--- src/rtl/controle_comparador.sv ---
// rtl/controle_comparador.sv - nibble-serial equality compare sequencer around one shared sistema_y

// 4-bit combinational equality comparator shared across all nibbles
module sistema_y (
    input  logic [3:0] A,
    input  logic [3:0] B,
    output logic       Q
);

    // Q is high when both nibbles are identical
    assign Q = (A == B);

endmodule

module controle_comparador #(
    parameter int NIBBLES = 4,
    parameter int IDXW    = $clog2(NIBBLES)
) (
    input  logic                 clk,
    input  logic                 rst,
    input  logic                 start,
    input  logic                 abort,
    input  logic [4*NIBBLES-1:0] op_a,
    input  logic [4*NIBBLES-1:0] op_b,
    output logic                 busy,
    output logic                 done,
    output logic                 equal,
    output logic [IDXW-1:0]      mismatch_idx
);

    localparam int              W        = 4 * NIBBLES;
    localparam logic [IDXW-1:0] LAST_IDX = IDXW'(NIBBLES - 1);

    typedef enum logic [1:0] {
        ST_IDLE = 2'd0,
        ST_CMP  = 2'd1,
        ST_DONE = 2'd2
    } state_t;

    state_t          state_q, state_d;
    logic [IDXW-1:0] idx_q, idx_d;
    logic [W-1:0]    op_a_q, op_a_d;
    logic [W-1:0]    op_b_q, op_b_d;
    logic            equal_q, equal_d;
    logic [IDXW-1:0] mismatch_idx_q, mismatch_idx_d;

    logic [3:0]      nib_a;
    logic [3:0]      nib_b;
    logic            nib_eq;

    // Route nibble idx of both captured operands to the shared comparator
    always_comb begin
        nib_a = 4'd0;
        nib_b = 4'd0;
        for (int i = 0; i < NIBBLES; i++) begin
            if (idx_q == IDXW'(i)) begin
                nib_a = op_a_q[4*i +: 4];
                nib_b = op_b_q[4*i +: 4];
            end
        end
    end

    sistema_y u_sistema_y (
        .A (nib_a),
        .B (nib_b),
        .Q (nib_eq)
    );

    // Next-state and result update; abort outranks any compare outcome
    always_comb begin
        state_d        = state_q;
        idx_d          = idx_q;
        op_a_d         = op_a_q;
        op_b_d         = op_b_q;
        equal_d        = equal_q;
        mismatch_idx_d = mismatch_idx_q;
        case (state_q)
            ST_IDLE: begin
                if (start) begin
                    op_a_d         = op_a;
                    op_b_d         = op_b;
                    idx_d          = '0;
                    equal_d        = 1'b0;
                    mismatch_idx_d = '0;
                    state_d        = ST_CMP;
                end
            end
            ST_CMP: begin
                if (abort) begin
                    equal_d        = 1'b0;
                    mismatch_idx_d = '0;
                    state_d        = ST_IDLE;
                end else if (!nib_eq) begin
                    equal_d        = 1'b0;
                    mismatch_idx_d = idx_q;
                    state_d        = ST_DONE;
                end else if (idx_q == LAST_IDX) begin
                    equal_d        = 1'b1;
                    mismatch_idx_d = '0;
                    state_d        = ST_DONE;
                end else begin
                    idx_d = idx_q + 1'b1;
                end
            end
            ST_DONE: begin
                state_d = ST_IDLE;
            end
            default: begin
                state_d = ST_IDLE;
            end
        endcase
    end

    // State and datapath registers, cleared asynchronously
    always_ff @(posedge clk or posedge rst) begin
        if (rst) begin
            state_q        <= ST_IDLE;
            idx_q          <= '0;
            op_a_q         <= '0;
            op_b_q         <= '0;
            equal_q        <= 1'b0;
            mismatch_idx_q <= '0;
        end else begin
            state_q        <= state_d;
            idx_q          <= idx_d;
            op_a_q         <= op_a_d;
            op_b_q         <= op_b_d;
            equal_q        <= equal_d;
            mismatch_idx_q <= mismatch_idx_d;
        end
    end

    assign busy         = (state_q == ST_CMP);
    assign done         = (state_q == ST_DONE);
    assign equal        = equal_q;
    assign mismatch_idx = mismatch_idx_q;

endmodule
--- config.mk ---
export PLATFORM = sky130hd
export DESIGN_NAME = controle_comparador
export DESIGN_NICKNAME = d
export VERILOG_FILES = /design/src/rtl/controle_comparador.sv
export SDC_FILE = /design/constraint.sdc
export NUM_CORES = 1
export LEC_CHECK = 0
export CAP_MARGIN = 20
export CORE_MARGIN = 2
export CORE_UTILIZATION = 44
export DETAILED_ROUTE_END_ITERATION = 10
export PLACE_DENSITY = 0.76
export SYNTH_ARGS = -nofsm -noshare
export SYNTH_HDL_FRONTEND = slang
export SYNTH_SLANG_ARGS = --single-unit
--- constraint.sdc ---
create_clock -name clk -period 2.9 [get_ports clk]
set_input_delay 0.725 -clock clk [delete_from_list [all_inputs] [get_ports clk]]
set_output_delay 0.725 -clock clk [all_outputs]
set_load 0.005 [all_outputs]
Word-level counts from Yosys, hierarchy flattened
Cells that the tools add are included.
{"block": "op_classes", "add_sub_neg": 1, "n_eq_ne": 11, "mux": 27, "n_reduce_logical": 7}
{"cell": "4-bit 2-to-1 mux", "n": 8}
{"cell": "2-bit 2-to-1 mux", "n": 11}
{"cell": "2-bit one-hot mux with 2 select lines", "n": 3}
{"cell": "2-bit equality test (second input constant)", "n": 3}
{"cell": "2-bit inequality test (second input constant)", "n": 3}
{"cell": "5-bit AND reduction", "n": 1}
{"cell": "2-bit by 1-bit equality test with 1-bit output (second input constant)", "n": 2}
{"cell": "4-bit equality test", "n": 1}
{"cell": "2-bit logical NOT", "n": 2}
{"cell": "1-bit 2-to-1 mux", "n": 4}
{"cell": "4-bit by 3-bit inequality test with 1-bit output (second input constant)", "n": 1}
{"cell": "2-bit AND reduction", "n": 2}
{"cell": "3-bit AND reduction", "n": 1}
{"cell": "2-bit by 1-bit adder with 2-bit output (second input constant)", "n": 1}
{"cell": "2-bit by 1-bit inequality test with 1-bit output (second input constant)", "n": 1}
{"cell": "1-bit one-hot mux with 2 select lines", "n": 1}
{"cell": "2-bit nonzero test", "n": 1}
{"block": "totals", "reg_bits": 39, "in_bits": 36, "output_inout_bits": 5}

Longest topological paths before layout
Gate-level depths: netlist of run 1.
{"block": "depth", "depth_word": 9, "ltp_mapped": 7, "ltp_nobuf": 7}

Cells and area by module
Synthesis of run 1 repeated with hierarchy kept, for this count alone.
{"block": "unflattened", "hier_cells": 146, "area_unflattened_um2": 1899.3}
{"module": "controle_comparador", "instances": 1, "cells_per_inst": 141, "area_per_inst_um2": 1851.8}
{"module": "sistema_y", "instances": 1, "cells_per_inst": 5, "area_per_inst_um2": 47.5}

Worst setup path after synthesis of run 1
OpenSTA, ideal clock, no wires.
{"block": "synth_path", "path_type": "register to register", "from": "reg op_b_q[8]", "to": "reg idx_q[0]", "setup_ns": 0.128, "t_arrival_ns": 1.698, "required_ns": 2.772, "slack_ns": 1.075, "path_stages_with_launch": 6, "cell_sequence": "dfrtp_1 > xor2_1 > o41a_1 > or3_4 > nor2_4 > mux2_1"}
{"block": "synth_between", "elab_chain_cells": 5}
{"element": "start, declared", "line": "43", "text": "logic [W-1:0] op_b_q, op_b_d;"}
{"element": "start signal, assigned", "line": "127", "text": "op_b_q <= op_b_d;"}
{"element": "4-bit 2-to-1 mux (2 in series)", "line": "56", "text": "if (idx_q == IDXW'(i)) begin"}
{"element": "4-bit equality test", "line": "11", "text": "assign Q = (A == B);"}
{"element": "2-bit by 1-bit inequality test with 1-bit output (no line)"}
{"element": "5-bit AND reduction (no line)"}
{"element": "end signal, assigned", "line": "125", "text": "idx_q <= idx_d;"}
{"element": "end, declared", "line": "41", "text": "logic [IDXW-1:0] idx_q, idx_d;"}
Every way passes these cells.
A chain may end at the register's enable or synchronous reset.

Worst setup path after layout of run 1
{"block": "layout_path", "from": "reg state_q[0]", "to": "out busy"}
{"block": "layout_between", "elab_chain_cells": 1}
{"element": "start, declared", "line": "40", "text": "state_t state_q, state_d;"}
{"element": "start signal, assigned", "line": "124", "text": "state_q <= state_d;"}
{"element": "2-bit by 1-bit equality test with 1-bit output", "line": "133", "text": "assign busy = (state_q == ST_CMP);"}
{"element": "end, declared", "line": "25", "text": "output logic busy,"}
Every way passes these cells.

==> impl_metrics.tcl, run 1 <==
set metrics [dict create \
    outcome "finished, final reports clean" \
    die_w_um 67.64 \
    synthesis.yosys.warnings 0 \
    cp_max_fo 4 \
    tritoncts.num_buffers 5 \
    timing.setup.critical_path_class "reg -> out" \
    syn-instance-count 131 \
    p_switching_uw 682.0 \
    final_nets 217 \
    worstSetupStartpoint "state_q[0]" \
    avg_vias_per_cell 5.018 \
    core_area_mm2 0.003943 \
    wire_length_of_the_first_global_routing_pass_um 5306 \
    nFillCells 296 \
    cts.sinks 39 \
    crit_path_cell_trace "nor2b_1 -> clkdlybuf4s50_1" \
    detailroute.via_count 1144 \
    irDropWorstVdd_mv 0.4905 \
    critical-path-max-stage-delay_ps 580 \
    route.detailed.drc 0 \
    global_route.usage.total_pct 16.02 \
    worst_setup_path_endpoint "busy" \
    synth.distinct_cells 26 \
    multiInputGateArea_um2 782.0 \
    initial_antenna_violation_count 0 \
    syn_nets 171 \
    final_max_slew_viol_count 0 \
    final_hold_viol_count 0 \
    grt_max_degree 40 \
    rr_endpoint "idx_q[0]" \
    ioPinCount 41 \
    place_congestion 0.7849 \
    clk-insertion-delay-late_ps 280 \
    final_antenna_diode_count 0 \
    netlist.top_cell.by_area "dfrtp_1" \
    placed_cell_area_mm2 0.002251 \
    max_cap_viol_count 0 \
    avgRoutedWirePerCell_um 14.20 \
    timing.reg2reg.setup_slack_ps 950 \
    setup_viol 0 \
    io_buffers 40 \
    internal_power_mw 1.480 \
    synth-main-ff-cell "dfrtp_1" \
    min-delay-path-class "reg -> reg" \
    clkSlewWorstSetupHoldPaths_ps 70 \
    fin_worst_skew_ps 3.220 \
    synth.ff_latch_count 39 \
    grt-ovfl-total 0 \
    rows 23 \
    final_layout_size_suffix_gt1_share_pct 25.28 \
    detail_route.iter0.violations 16 \
    tightest_slew_ps 488.6 \
    hpwlAfterDp_um 2417 \
    ctsLongestPathBuffers 2 \
    setup_tns_ps 0 \
    slowest_cp_cell "clkdlybuf4s50_1" \
    htreeDepth 2 \
    die_outline_area_mm2 0.004574 \
    regToRegStartpoint "op_b_q[8]" \
    via_count_of_the_first_global_routing_pass 1264 \
    count_of_instances_resized_after_the_clock_tree_is_built 0 \
    seqPwrFrac_pct 45.2 \
    cp_data_required_time_ps 2170 \
    critPathArrivalTime_ps 1650 \
    crit_path_start_kind "flop" \
    total_power_mw 2.162 \
    post-route-period-util_pct 81.95 \
    synth_commonest_cells "39 x dfrtp_1, 32 x mux2_2, 15 x xor2_1" \
    hold_path_depth 1 \
    critical_path.endpoint_type "output port" \
    final_util_pct 59.63 \
    synth_sequential_area_ratio_pct 54.78 \
    cts_setup_buffers 0 \
    layout_min_cycle_time_ps 2377 \
    grt_setup_unrepaired "no" \
    timing.slew.headroom_pct 67.43 \
    p_leak_nw 0.9752 \
    antenna_violating_nets_post_route 0 \
    tritoncts "yes" \
    detail_route.first_pass.iterations 2 \
    synthMostInstantiatedCell "dfrtp_1" \
    synth_top_cell_area_share_pct 54.78 \
    depth_of_the_most_critical_reg_to_reg_path 5 \
    cts_hold_repair.buffers 0 \
    netlist_top_cells_area "dfrtp_1 55%, mux2_2 20%, xor2_1 7.4%, ha_1 2.8%, nor2_1 1.1%" \
    cts-root-buf "clkbuf_8" \
    area_growth_pct 31.95 \
    finalInstanceArea_mm2 0.002351 \
    asyncSetResetFlopFracSynth_pct 100.0 \
    post_synth.cell_area_avg_um2 13.60 \
    power.combinational.fraction_pct 36.9 \
    synth_edf_count 0 \
    start_util_pct 45.19 \
    netlist_area_mm2 0.001782 \
    max_clock_freq_mhz 420.8 \
    sequential_cell_area_um2 975.9 \
    swShare_pct 31.54 \
    power.density_cell_area_mw_per_mm2 919.7 \
    drt_wl_total_um 3237 \
    share_clk_of_total_power_pct 17.9 \
    floorplan.die.height_um 67.64 \
]
## cell type report
cell class / count / area share [%]
Tap cell: 50 / 2.661
Inverter: 4 / 0.6386
Clock buffer: 8 / 4.258
Multi-Input combinational cell: 85 / 33.26
Sequential cell: 39 / 41.51
Timing Repair Buffer: 42 / 17.67
## flip-flops by register name, summed over array words and instances (netlist names)
| signal | count |
|---|---|
| op_a_q | 16 |
| idx_q | 2 |
| op_b_q | 16 |
| equal | 1 |
| mismatch_idx | 2 |
| state_q | 2 |
## cell usage in the layout, fill, tap and decap left out, drive strengths merged
cell           instances
clkdlybuf4s50         40
dfrtp                 39
mux2                  33
xor2                  15
clkbuf                 8
nor2                   6
inv                    4
ha                     4
nor3                   3
nor2b                  3
nand3                  3
nand2b                 2
nand2                  2
a21oi                  2
o2bb2ai                2
buf                    2
nor3b                  1
o41ai                  1
a221oi                 1
o41a                   1
or3                    1
or2                    1
xnor2                  1
o21a                   1
o21ai                  1
mux2i                  1
## critical path: cells and delay by family (launching register included)
family,cells,cell delay [ps]
flops,1,420
buf+inv,1,580
simple gates,1,370
## stage by stage
step	hold slack, ps	instances	setup WS, ps
after CTS	511.8	228	528.9
after global routing	532.3	228	453.8
final	510.2	228	523.4
after floorplan	479.4	131	1075
after detailed placement	495.5	220	560.7
after global placement	488.7	220	617.0
## cells by family after synthesis
| logic type | after synthesis | share of synthesized area (%) |
|---|---|---|
| adder cells (fa/ha/maj) | 4 | 2.809 |
| multiplexers | 34 | 21.42 |
| buffers and inverters | 7 | 1.685 |
| XOR/XNOR | 16 | 7.865 |
| AO/OA/AOI/OAI | 9 | 4.213 |
| AND/OR/NAND/NOR | 22 | 7.233 |
| flip-flops | 39 | 54.78 |
## worst min-delay path by stage
stage                           end            start  slack (ps)
floorplan           mismatch_idx[0]  mismatch_idx[0]         480
global placement    mismatch_idx[1]  mismatch_idx[1]         490
detailed placement  mismatch_idx[1]  mismatch_idx[1]         500
CTS                 mismatch_idx[1]  mismatch_idx[1]         510
global route        mismatch_idx[1]  mismatch_idx[1]         530
finish              mismatch_idx[1]  mismatch_idx[1]         510
## power groups by stage
stage,clock network (mW),registers (mW),logic [mW]
floorplan,0,0.938,0.625
global placement,0,0.967,0.778
detailed placement,0,0.988,0.809
CTS,0.401,0.978,0.816
global route,0.424,1.01,0.885
finish,0.386,0.978,0.798
## layer usage
layer  routed length (um)  share of wire, %  GRT usage [%]
met1                 1268                39          16.49
met2                 1832                57          30.51
met3                  106               3.3          3.500
met4                   29              0.90          7.143
met5                    0                 0              0
Note: power is estimated with default switching activity, not from simulation.
==> run 2: changes to the inputs <==
Clock period 2.9 ns to 2.4 ns, I/O delays scaled along.
==> run 2 against run 1 <==
  * Non-clock buffer count did not move
  * Sequential power up 21%
  * Global-route usage shrank 0.48 points
  * Clock-buffer cell count unchanged
  * Clock power up 21%
  * Hold slack got worse by 7.0 ps
  * Die area unchanged
  * Wire length decreased by 0.77%
  * Largest cell class unchanged
==> impl_metrics.tcl, run 2 (same netlist as run 1, synthesis figures left out) <==
set metrics [dict create \
    outcome "finished, final reports clean" \
    final_hold_viol_count 0 \
    hpwlAfterDp_um 2431 \
    tritoncts.num_buffers 5 \
    setup_viol 0 \
    depth_of_the_most_critical_reg_to_reg_path 5 \
    core_area_mm2 0.003943 \
    cts.sinks 39 \
    finish.cell_count_without_fillers 228 \
    cell_total_after_placement 220 \
    fin_worst_skew_ps 9.405 \
    detail_route.iter0.violations 28 \
    rr_endpoint "idx_q[0]" \
    place_congestion 0.7664 \
    total_power_mw 2.634 \
    crit_path_start_kind "flop" \
    timing.slew.headroom_pct 68.35 \
    critical_path.endpoint_type "output port" \
    ctsLongestPathBuffers 2 \
    cts_setup_buffers 0 \
    final_antenna_diode_count 0 \
    detailroute.via_count 1139 \
    setup_tns_ps 0 \
    max_cap_viol_count 0 \
    avg_vias_per_cell 4.996 \
    avgRoutedWirePerCell_um 14.09 \
    p_switching_uw 829.3 \
    count_of_instances_resized_after_the_clock_tree_is_built 0 \
    via_count_of_the_first_global_routing_pass 1182 \
    global_route.usage.total_pct 15.54 \
    power.combinational.fraction_pct 37.6 \
    clk-insertion-delay-late_ps 290 \
    mostFrequentLayoutCells "40 x clkdlybuf4s50_1, 39 x dfrtp_1, 32 x mux2_2, 15 x xor2_1, 7 x clkbuf_8" \
    floorplan.die.height_um 67.64 \
    io_buffers 40 \
    nFillCells 305 \
    timing.reg2reg.setup_slack_ps 420 \
    irDropWorstVdd_mv 0.4498 \
    die_outline_area_mm2 0.004574 \
    registers_with_the_most_flip_flops "op_a_q: 16 flops, op_b_q: 16 flops" \
    start_util_pct 45.19 \
    hold_path_depth 1 \
    detail_route.first_pass.iterations 4 \
    max_clock_freq_mhz 451.7 \
    area_growth_pct 32.65 \
    cp_max_fo 4 \
    internal_power_mw 1.805 \
    layout.cells.most_common "clkdlybuf4s50_1" \
    ioPinCount 41 \
    grt_max_degree 40 \
    final_nets 217 \
    regToRegStartpoint "op_b_q[8]" \
    timing.setup.critical_path_class "reg -> out" \
    grt_setup_unrepaired "no" \
    rows 23 \
    power.density_cell_area_mw_per_mm2 1114 \
    route.detailed.drc 0 \
    final_max_slew_viol_count 0 \
    final_layout_size_suffix_gt1_share_pct 25.28 \
    cts-root-buf "clkbuf_8" \
    min-delay-path-class "reg -> reg" \
    antenna_violating_nets_post_route 0 \
    drt_wl_total_um 3212 \
    tightest_slew_ps 474.7 \
    share_clk_of_total_power_pct 17.7 \
    seqPwrFrac_pct 44.7 \
    layout_min_cycle_time_ps 2214 \
    cp_data_required_time_ps 1800 \
    p_leak_nw 0.9790 \
    swShare_pct 31.48 \
    critPathArrivalTime_ps 1610 \
    tritoncts "yes" \
    post-route-period-util_pct 92.24 \
    htreeDepth 2 \
    die_w_um 67.64 \
    clkSlewWorstSetupHoldPaths_ps 70 \
    min_to "mismatch_idx[1]" \
    cts_hold_repair.buffers 0 \
    initial_antenna_violation_count 0 \
    sequential_cell_area_um2 975.9 \
    wire_length_of_the_first_global_routing_pass_um 5099 \
    multiInputGateArea_um2 782.0 \
    hp-start "mismatch_idx[1]" \
    grt-ovfl-total 0 \
]
## run 2: worst max path at each step
stage | cells past startpoint | slack [ps] | start | endpoint
floorplan | 5 | 570 | op_b_q[8] | idx_q[0]
global route | 2 | 90 | state_q[0] | busy
global placement | 5 | 250 | abort | idx_q[0]
CTS | 2 | 150 | state_q[0] | busy
finish | 2 | 190 | state_q[0] | busy
detailed placement | 5 | 170 | abort | idx_q[0]
## run 2: cell type report
cell class                 instances  share of cell area (%)
multi-input combinational         85                   33.09
inverter                           4                  0.6353
sequential                        39                   41.29
clock buffer                       8                   4.235
tap                               50                   2.647
timing repair buffer              42                   18.10
## run 2: worst max-delay path, cell delays in order, from the launching register on
cell	delay, ps
dfrtp_1	430
nor2b_1	330
clkdlybuf4s50_1	560
## run 2: power groups by stage
stage	clock network [mW]	registers (mW)	logic (mW)
2_1_floorplan	0	1.13	0.755
3_3_place_gp	0	1.17	0.959
3_5_place_dp	0	1.19	1.01
4_1_cts	0.488	1.18	1.01
5_1_grt	0.517	1.21	1.09
6_report	0.467	1.18	0.990
## run 2: per-stage QoR
stage               utilization, %  instance area (um^2)  setup WS (ps)  hold WS, ps
CTS                          59.95                  2364          147.7        503.8
detailed placement           57.41                  2263          173.4        483.1
global route                 59.95                  2364          91.94        519.3
floorplan                        -                  1782          574.7        479.4
global placement             57.41                  2263          245.5        489.4
finish                       59.95                  2364          186.3        503.2
## run 2: layer usage
metal  global-route usage, %  share of wire (%)
met3                   5.167                3.8
met1                   16.54                 38
met2                   27.70                 56
met4                   6.888                2.3
met5                       0                  0
